**config.mk**
```make
export PLATFORM = sky130hd
export DESIGN_NAME = serial_alu_ctrl
export DESIGN_NICKNAME = d
export VERILOG_FILES = /design/src/rtl/serial_alu_ctrl_pkg.sv /design/src/rtl/serial_alu_ctrl_slice.sv /design/src/rtl/serial_alu_ctrl.sv
export SDC_FILE = /design/constraint.sdc
export NUM_CORES = 1
export LEC_CHECK = 0
export CAP_MARGIN = 10
export CORE_MARGIN = 5
export CORE_UTILIZATION = 52
export DETAILED_ROUTE_END_ITERATION = 10
export HOLD_SLACK_MARGIN = 0.05
export PLACE_DENSITY = 0.79
export SLEW_MARGIN = 30
export SYNTH_ARGS = -nofsm -noshare
export SYNTH_HDL_FRONTEND = slang
export SYNTH_SLANG_ARGS = --single-unit
```
**constraint.sdc**
```tcl
create_clock -name clk -period 2.1 [get_ports clk]
set_input_delay 0.315 -clock clk [delete_from_list [all_inputs] [get_ports clk]]
set_output_delay 0.315 -clock clk [all_outputs]
set_load 0.01 [all_outputs]
```
**src/rtl/serial_alu_ctrl_pkg.sv**
```systemverilog
// serial_alu_ctrl_pkg: ALU control codes and sequencer state encoding shared by the serial ALU files
package serial_alu_ctrl_pkg;
  localparam logic [3:0] ALU_AND = 4'b0000;
  localparam logic [3:0] ALU_OR  = 4'b0001;
  localparam logic [3:0] ALU_ADD = 4'b0010;
  localparam logic [3:0] ALU_SUB = 4'b0110;
  localparam logic [3:0] ALU_SLT = 4'b0111;
  localparam logic [3:0] ALU_NOR = 4'b1100;
  typedef enum logic [1:0] {IDLE = 2'd0, RUN = 2'd1, DONE = 2'd2} state_t;
  function automatic logic is_arith(input logic [3:0] c);
    return c == ALU_ADD || c == ALU_SUB || c == ALU_SLT;
  endfunction
  function automatic logic is_logic(input logic [3:0] c);
    return c == ALU_AND || c == ALU_OR || c == ALU_NOR;
  endfunction
endpackage

```
**src/rtl/serial_alu_ctrl_slice.sv**
```systemverilog
// serial_alu_ctrl_slice: one-bit ALU slice (a/b optional invert; op 00 AND, 01 OR, 10 sum, 11 less); set is the raw sum bit
module serial_alu_ctrl_slice (
  input  logic       a,
  input  logic       b,
  input  logic       c_in,
  input  logic       a_invert,
  input  logic       b_invert,
  input  logic [1:0] op,
  input  logic       less,
  output logic       result,
  output logic       c_out,
  output logic       set
);
  logic aa, bb;
  always_comb begin
    aa = a ^ a_invert;
    bb = b ^ b_invert;
    set = aa ^ bb ^ c_in;
    c_out = (aa & bb) | (c_in & (aa ^ bb));
    result = op == 2'b00 ? aa & bb : op == 2'b01 ? aa | bb : op == 2'b10 ? set : less;
  end
endmodule

```
**src/rtl/serial_alu_ctrl.sv**
```systemverilog
// serial_alu_ctrl: bit-serial ALU sequencer, one slice, LSB first; start/busy/done handshake, result + zero/c_out/overflow
module serial_alu_ctrl
  import serial_alu_ctrl_pkg::*;
#(
  parameter int WIDTH = 8
) (
  input  logic             clk,
  input  logic             rst,
  input  logic             start,
  input  logic [3:0]       alu_ctrl,
  input  logic [WIDTH-1:0] a,
  input  logic [WIDTH-1:0] b,
  output logic             busy,
  output logic             done,
  output logic [WIDTH-1:0] result,
  output logic             zero,
  output logic             c_out,
  output logic             overflow
);
  localparam int CW = $clog2(WIDTH);
  state_t state, state_nx;
  logic [WIDTH-1:0] a_sh, b_sh, res_sh, res_nx, r_nx;
  logic [3:0] code;
  logic [CW-1:0] cnt;
  logic carry, accept, last, s_res, s_cout, s_set, ovf;
  serial_alu_ctrl_slice u_slice (
    .a(a_sh[0]), .b(b_sh[0]), .c_in(carry),
    .a_invert(code[3]), .b_invert(code[2]),
    .op(code == ALU_SLT ? 2'b10 : code[1:0]),
    .less(1'b0), .result(s_res), .c_out(s_cout), .set(s_set)
  );
  // Final-bit values are folded in combinationally so outputs load on the RUN->DONE edge.
  always_comb begin
    accept = start && state != RUN;
    last = cnt == CW'(WIDTH - 1);
    state_nx = accept ? RUN : state == RUN ? (last ? DONE : RUN) : IDLE;
    busy = state == RUN;
    done = state == DONE;
    res_nx = {s_res, res_sh[WIDTH-1:1]};
    ovf = carry ^ s_cout;
    r_nx = code == ALU_SLT ? {{(WIDTH-1){1'b0}}, s_set ^ ovf} : (is_arith(code) || is_logic(code)) ? res_nx : '0;
  end
  always_ff @(posedge clk or posedge rst)
    if (rst) begin
      state <= IDLE;
      a_sh <= '0;
      b_sh <= '0;
      res_sh <= '0;
      code <= '0;
      carry <= 1'b0;
      cnt <= '0;
      result <= '0;
      zero <= 1'b0;
      c_out <= 1'b0;
      overflow <= 1'b0;
    end else begin
      state <= state_nx;
      if (accept) begin
        a_sh <= a;
        b_sh <= b;
        code <= alu_ctrl;
        carry <= alu_ctrl[2];
        cnt <= '0;
      end else if (state == RUN) begin
        a_sh <= a_sh >> 1;
        b_sh <= b_sh >> 1;
        res_sh <= res_nx;
        carry <= s_cout;
        cnt <= cnt + 1'b1;
        if (last) begin
          result <= r_nx;
          zero <= r_nx == '0;
          c_out <= is_arith(code) & s_cout;
          overflow <= is_arith(code) & ovf;
        end
      end
    end
endmodule

```
==> impl_results.md, run 1 <==
- Data required, critical path: 2.28 ns
- Max-slew violation total from the final report: 0
- Wire length per cell: 12.3 um
- Clock-pin slew of the registers on the worst-case setup and hold paths: 0.08 ns
- CP endpoint: zero
- Total of max-cap violations: 0
- Final clock period utilization by the worst path: 93.3%
- Critical path start-end classification: reg -> reg
- Initial antenna violation count: 0
- Fraction of the mapped netlist area in simple logic gates: 17.1%
- Slew at the pin with the worst max-slew slack: 0.367 ns
- Effective utilization at floorplan: 54.6%
- Share of Yosys cell area claimed by the top area cell type: 53.8%
- Synth warnings: 0
- Post-CTS Hold Fix Bufs: 0
- Largest family of logic cells by synthesized area: simple AND/OR/NAND/NOR gates
- DIE AREA: approximately 0.0053 mm2
- Sum of negative setup slack: 0 ns
- Vias per std cell: 5.12
- Clock network latency to the later pin of the worst-skew pair: 0.30 ns
- Share of cell area taken by muxes after synthesis: 10.0%
- Floorplan core area: 0.00374 mm2
- Postcts setup bufs: 0
- Xor and xnor area share after synthesis: 1.28%
- Kind of start point of the critical path: flop
- Post-synth top flop: sky130_fd_sc_hd__dfrtp_1
- Reg-to-Reg Start: code[3]
- Status: complete, no violations
- Peak supply drop: 714 uV
- Cell area power density: about 1300 mW/mm2
- Path category of the worst min-delay check: in -> async
- Complex-gate fraction of the synthesized area: 9.79%
- H-tree levels: 2
- Fraction of registers with async set or reset after synthesis: 100%
- Floorplan die width: 72.7 um
- Number of endpoints failing setup at the final stage: 0
- Top post-synthesis cells by count: 54 x sky130_fd_sc_hd__nand2_1, 44 x sky130_fd_sc_hd__dfrtp_1, 27 x sky130_fd_sc_hd__o21ai_0, 16 x sky130_fd_sc_hd__mux2i_1, 6 x sky130_fd_sc_hd__clkbuf_1
- Sinks on the clock net: 44
- Slowest cell on crit path: sky130_fd_sc_hd__fa_1
- Flop2flop setup slack: ~0.14 ns
- PostCTS Resize Cnt: 0
- Post-synthesis sequential area ratio: 53.8%
- Buffer type at the clock tree root: sky130_fd_sc_hd__clkbuf_8
- Final design utilization: around 70%
- GP Congestion: 0.876
- Total inserted antenna cells: 0
- Fraction of final layout cells with drive strength greater than 1: 11.6%
- Post-layout min period: roughly 2 ns
- Final Skew: 0.00543 ns
- Residual antenna-violating net count after detailed routing: 0
- Maximum net fanout on the critical path: 7
- Critical R2R Capture: zero
- Post-synthesis cell type with the largest combined area: sky130_fd_sc_hd__dfrtp_1
- Largest net degree at the start of global routing: 45
- Final number of hold-violating endpoints: 0
- Worst slew slack as a fraction of its limit: approximately three quarters
- Clock Tree Buf Depth: 2
- Num ports: 36
- Timing-limited maximum frequency: roughly 510 MHz
- Cell area after synthesis: 0.00205 mm2
- Register bit count reported by yosys: 44
- Synth Net Count: between 200 and 250
- Main area contributors after synthesis: sky130_fd_sc_hd__dfrtp_1 54%, sky130_fd_sc_hd__nand2_1 9.9%, sky130_fd_sc_hd__mux2i_1 7.8%
- Number of filler instances in the final layout: ~300
- Synthesized instance count: 199
- Core Rows: 22
- Net count, final: 269
- P&R area growth vs syn: 27.2%
- Worst Setup End Kind: flop
- Sum of routed wire length over all layers: 3570 um
- Number of global-route vias before repair: 1509
- Most common cell in the synthesized netlist: sky130_fd_sc_hd__nand2_1
- Residual DRC: 0
- Worst Reg-to-Reg Cells: 6
- Number of enable flip-flop cells after synthesis: 0
- Syn Area/Cell: 10.3 um2
- Setup repair after global routing missed its margin: no
- DP Wirelength: about 2700 um
- Worst path bufs/invs: 1
- Worst setup startpoint: code[3]
- First-pass GRT wire length: 6440 um
- Aggregate global-route resource usage: 15.3%
- Data arrival time of the critical path: between 2 and 2.5 ns
- Global-route congestion overflow total: 0
- Number of distinct library cells after synthesis: 35
- Delay of the slowest cell on the worst path: 0.47 ns
- Chip height: 72.7 um
- Leakage component of the power: 1.21 nW
- Iteration-0 DRC Markers: 95
- Arithmetic-cell share of the synthesized area counting full adders, half adders and majority gates: 4.40%
- CTS Buf Count: 5
- Vias after detailed routing: 1479
- Port bufs: 35
- Critical Path, Cell by Cell: xor2_1, inv_2, fa_1, a221o_1, a31oi_1, o21ai_1
- Hold slack: 0.389 ns
- Family with the most delay on the worst path: compound AO/OA/AOI/OAI gates
- CTS tree: done
- Detailed-router iteration count before antenna repair: 4
- WP depth: 6
[cell families (layout without fill, tap and decap cells)]
kind of cell | count (synthesis) | count (layout)
xor+xnor | 3 | 3
fa+ha+maj | 6 | 6
simple gates | 75 | 75
compound gates | 35 | 35
mux | 20 | 20
buf+inv | 16 | 58
flops | 44 | 44
[routing by layer]
layer | GRT usage (%) | routed length [um] | up-vias
met3 | 3.44 | 210 | 5
met4 | 4.92 | 36 | 0
met5 | 0 | 0 | -
met2 | 27.0 | 1760 | 39
li1 | - | - | 744
met1 | 18.6 | 1560 | 691
[power by group]
| part | internal (mW) | switching, mW |
|---|---|---|
| Combinational | 0.683 | 0.722 |
| Sequential | 1.18 | 0.262 |
| Clock | 0.358 | 0.285 |
| Total | 2.23 | 1.27 |
[metrics by stage]
stage | area (um2) | power (mW) | cells | setup slack (ns)
after floorplan | 2050 | 2.38 | 199 | 0.198
after global placement | 2480 | 2.80 | 281 | 0.157
after detailed placement | 2480 | 2.88 | 281 | 0.111
after CTS | 2600 | 3.54 | 289 | 0.0896
after global routing | 2600 | 3.81 | 289 | 0.0111
final | 2600 | 3.50 | 289 | 0.141
[worst reg2reg max path, delay by kind of cell, from the launching register on]
family | cells | cell delay, ns
AO/OA/AOI/OAI | 3 | 0.61
XOR/XNOR | 1 | 0.22
adder cells (fa/ha/maj) | 1 | 0.47
buffers and inverters | 1 | 0.10
flip-flops | 1 | 0.45
[worst min-delay path by stage]
stage / from / end / slack, ns
after floorplan: a_sh[1] / a_sh[0] / 0.45
after global placement: b_sh[1] / b_sh[0] / 0.46
after detailed placement: b_sh[1] / b_sh[0] / 0.47
after CTS: rst / state[1] / 0.40
after global routing: rst / res_sh[1] / 0.43
final: rst / res_sh[1] / 0.39
[registers in the layout, indices dropped and copies added, names as in the netlist]
register  cells
overflow      1
code          4
a_sh          8
carry         1
state         2
b_sh          8
zero          1
c_out         1
res_sh        7
cnt           3
result        8
[placed cells by master (no fill, tap or decap), types with 2 or more instances in the layout]
cell                              netlist  layout
sky130_fd_sc_hd__o21ai_0               27      27
sky130_fd_sc_hd__nor2_1                 4       4
sky130_fd_sc_hd__nor2b_1                2       2
sky130_fd_sc_hd__inv_2                  1       2
sky130_fd_sc_hd__nor3_1                 3       3
sky130_fd_sc_hd__xor2_1                 2       2
sky130_fd_sc_hd__buf_4                  1       8
sky130_fd_sc_hd__clkbuf_8               0       5
sky130_fd_sc_hd__nand2b_1               4       4
sky130_fd_sc_hd__mux2i_1               16      16
sky130_fd_sc_hd__mux2_2                 4       4
sky130_fd_sc_hd__clkinv_4               0       2
sky130_fd_sc_hd__ha_1                   4       4
sky130_fd_sc_hd__fa_1                   2       2
sky130_fd_sc_hd__inv_1                  5       4
sky130_fd_sc_hd__clkdlybuf4s50_1        0      35
sky130_fd_sc_hd__dfrtp_1               44      43
sky130_fd_sc_hd__nand2_1               54      54
[final cells by class]
class                      instances  area, um2  area share [%]
inverter                           6       22.5           0.865
tap                               48       60.1            2.31
clock inverter                     3       47.5            1.83
timing repair buffer              44        430            16.5
clock buffer                       5       68.8            2.64
multi-input combinational        139        871            33.5
sequential                        44       1100            42.4
(Power assumes the default switching activity.)
==> run 2, diff against run 1 <==
- RECOVER_POWER: unset -> 50
==> impl_results.md, run 2 (synthesis results as in run 1) <==
- Status: complete, no violations
- P&R area growth vs syn: 26.3%
- Leakage component of the power: 1.20 nW
- Setup repair after global routing missed its margin: no
- Path category of the worst min-delay check: reg -> reg
- Number of filler instances in the final layout: 306
- Largest registers in the final layout: a_sh x8, b_sh x8, result x8
- Port bufs: 35
- Clock Tree Buf Depth: 2
- Critical R2R Capture: zero
- Most frequent standard cell in the layout excluding fill and tap cells: sky130_fd_sc_hd__nand2_1
- Peak supply drop: 714 uV
- Critical path start-end classification: reg -> reg
- Initial antenna violation count: 0
- Vias per std cell: between 5 and 6
- Vias after detailed routing: roughly 1500
- Data required, critical path: 2.28 ns
- Worst slew slack as a fraction of its limit: between 30% and 40%
- Total chip power: 3.48 mW
- Slowest cell on crit path: sky130_fd_sc_hd__fa_1
- GP Congestion: ~0.88
- Residual antenna-violating net count after detailed routing: 0
- Final design utilization: 69.0%
- Cell area power density: roughly 1300 mW/mm2
- PostCTS Resize Cnt: 0
- Fraction of final layout cells with drive strength greater than 1: 10.8%
- Timing-limited maximum frequency: 511 MHz
- Total inserted antenna cells: 0
- Sinks on the clock net: 44
- First-pass GRT wire length: 6440 um
- Floorplan die width: 72.7 um
- Data arrival time of the critical path: roughly 2.1 ns
- DIE AREA: 0.00529 mm2
- Reg-to-Reg Start: code[3]
- Total of max-cap violations: 0
- Effective utilization at floorplan: 54.6%
- Flop2flop setup slack: 0.14 ns
- H-tree levels: 2
- Aggregate global-route resource usage: 15.3%
- Worst Setup End Kind: flop
- Delay of the slowest cell on the worst path: 0.47 ns
- Final clock period utilization by the worst path: slightly above 90%
- Final number of hold-violating endpoints: 0
- Detailed-router iteration count before antenna repair: 4
- Max-slew violation total from the final report: 0
- Postcts setup bufs: 0
- Final Skew: 0.00560 ns
- Num ports: 36
- Floorplan core area: 0.00374 mm2
- Net count, final: 269
- Global-route congestion overflow total: 0
- Critical Path, Cell by Cell: xor2_1, inv_2, fa_1, a221o_1, a31oi_1, o21ai_1
- Standard cell area after detailed placement: around 0.0025 mm2
- Clock network latency to the later pin of the worst-skew pair: about 0.3 ns
- DP Wirelength: 2730 um
- CTS tree: done
- Cell Count Post-Placement: 281
- Wire length per cell: 12.4 um
- Highest-count cells in the layout ignoring fill and taps: 54 x sky130_fd_sc_hd__nand2_1, 43 x sky130_fd_sc_hd__dfrtp_1, 34 x sky130_fd_sc_hd__clkdlybuf4s50_1
- Slew at the pin with the worst max-slew slack: 1.03 ns
- Sum of negative setup slack: 0 ns
- Post-CTS Hold Fix Bufs: 0
- Finished Cell Area: around 0.0026 mm2
- Iteration-0 DRC Markers: 94
- Number of global-route vias before repair: about 1500
- Non-filler instance count after layout: ~290
- Seq. cell area: ~0.0011 mm2
- Combined area of the multi-input logic cells: just under 900 um2
- Worst Reg-to-Reg Cells: 6
- Largest net degree at the start of global routing: 45
- Post-layout min period: 1.96 ns
- Number of endpoints failing setup at the final stage: 0
- Residual DRC: 0
- Clock-pin slew of the registers on the worst-case setup and hold paths: 0.08 ns
- Maximum net fanout on the critical path: 7
- Buffer type at the clock tree root: sky130_fd_sc_hd__clkbuf_8
- Worst setup startpoint: code[3]
- CTS Buf Count: 5
- Core Rows: 22
- Kind of start point of the critical path: flop
- CP endpoint: zero
- Chip height: 72.7 um
- Sum of routed wire length over all layers: 3570 um
==> run 2: report_power, final <==
part / switching (mW) / total, mW / internal [mW]
clock: 0.285 / 0.643 / 0.358
sequential: 0.261 / 1.45 / 1.18
combinational: 0.719 / 1.39 / 0.671
==> run 2: how the worst min path moves through the flow <==
stage | cells after the start | slack [ns] | start | endpoint
after floorplan | 2 | 0.45 | a_sh[1] | a_sh[0]
after global routing | 2 | 0.52 | a_sh[3] | a_sh[2]
after detailed placement | 2 | 0.47 | b_sh[1] | b_sh[0]
after CTS | 3 | 0.40 | rst | state[1]
after global placement | 2 | 0.46 | b_sh[1] | b_sh[0]
final | 2 | 0.48 | result[2] | result[2]
==> run 2: cell type report <==
cell class	instances	share of cell area (%)
sequential	44	42.7
multi-input combinational	139	33.7
timing repair buffer	44	15.9
clock buffer	5	2.66
inverter	6	0.872
tap	48	2.32
clock inverter	3	1.84
==> run 2: per-layer routing <==
metal	vias up	global-route usage, %	wire [um]
li1	743	-	-
met1	686	18.6	1570
met2	37	27.0	1760
met3	5	3.44	206
met4	0	4.92	36
met5	-	0	0
==> run 2: metrics by stage <==
stage / worst slack [ns] / hold WS (ns)
after floorplan: 0.198 / 0.449
after global routing: 0.0111 / 0.520
after global placement: 0.157 / 0.461
after CTS: 0.0896 / 0.401
after detailed placement: 0.111 / 0.470
final: 0.144 / 0.481
==> run 2: critical path: cells and delay by family (launching register included) <==
family	cells	cell delay (ns)
XOR/XNOR	1	0.22
adder cells (fa/ha/maj)	1	0.47
flip-flops	1	0.45
buffers and inverters	1	0.10
AO/OA/AOI/OAI	3	0.61
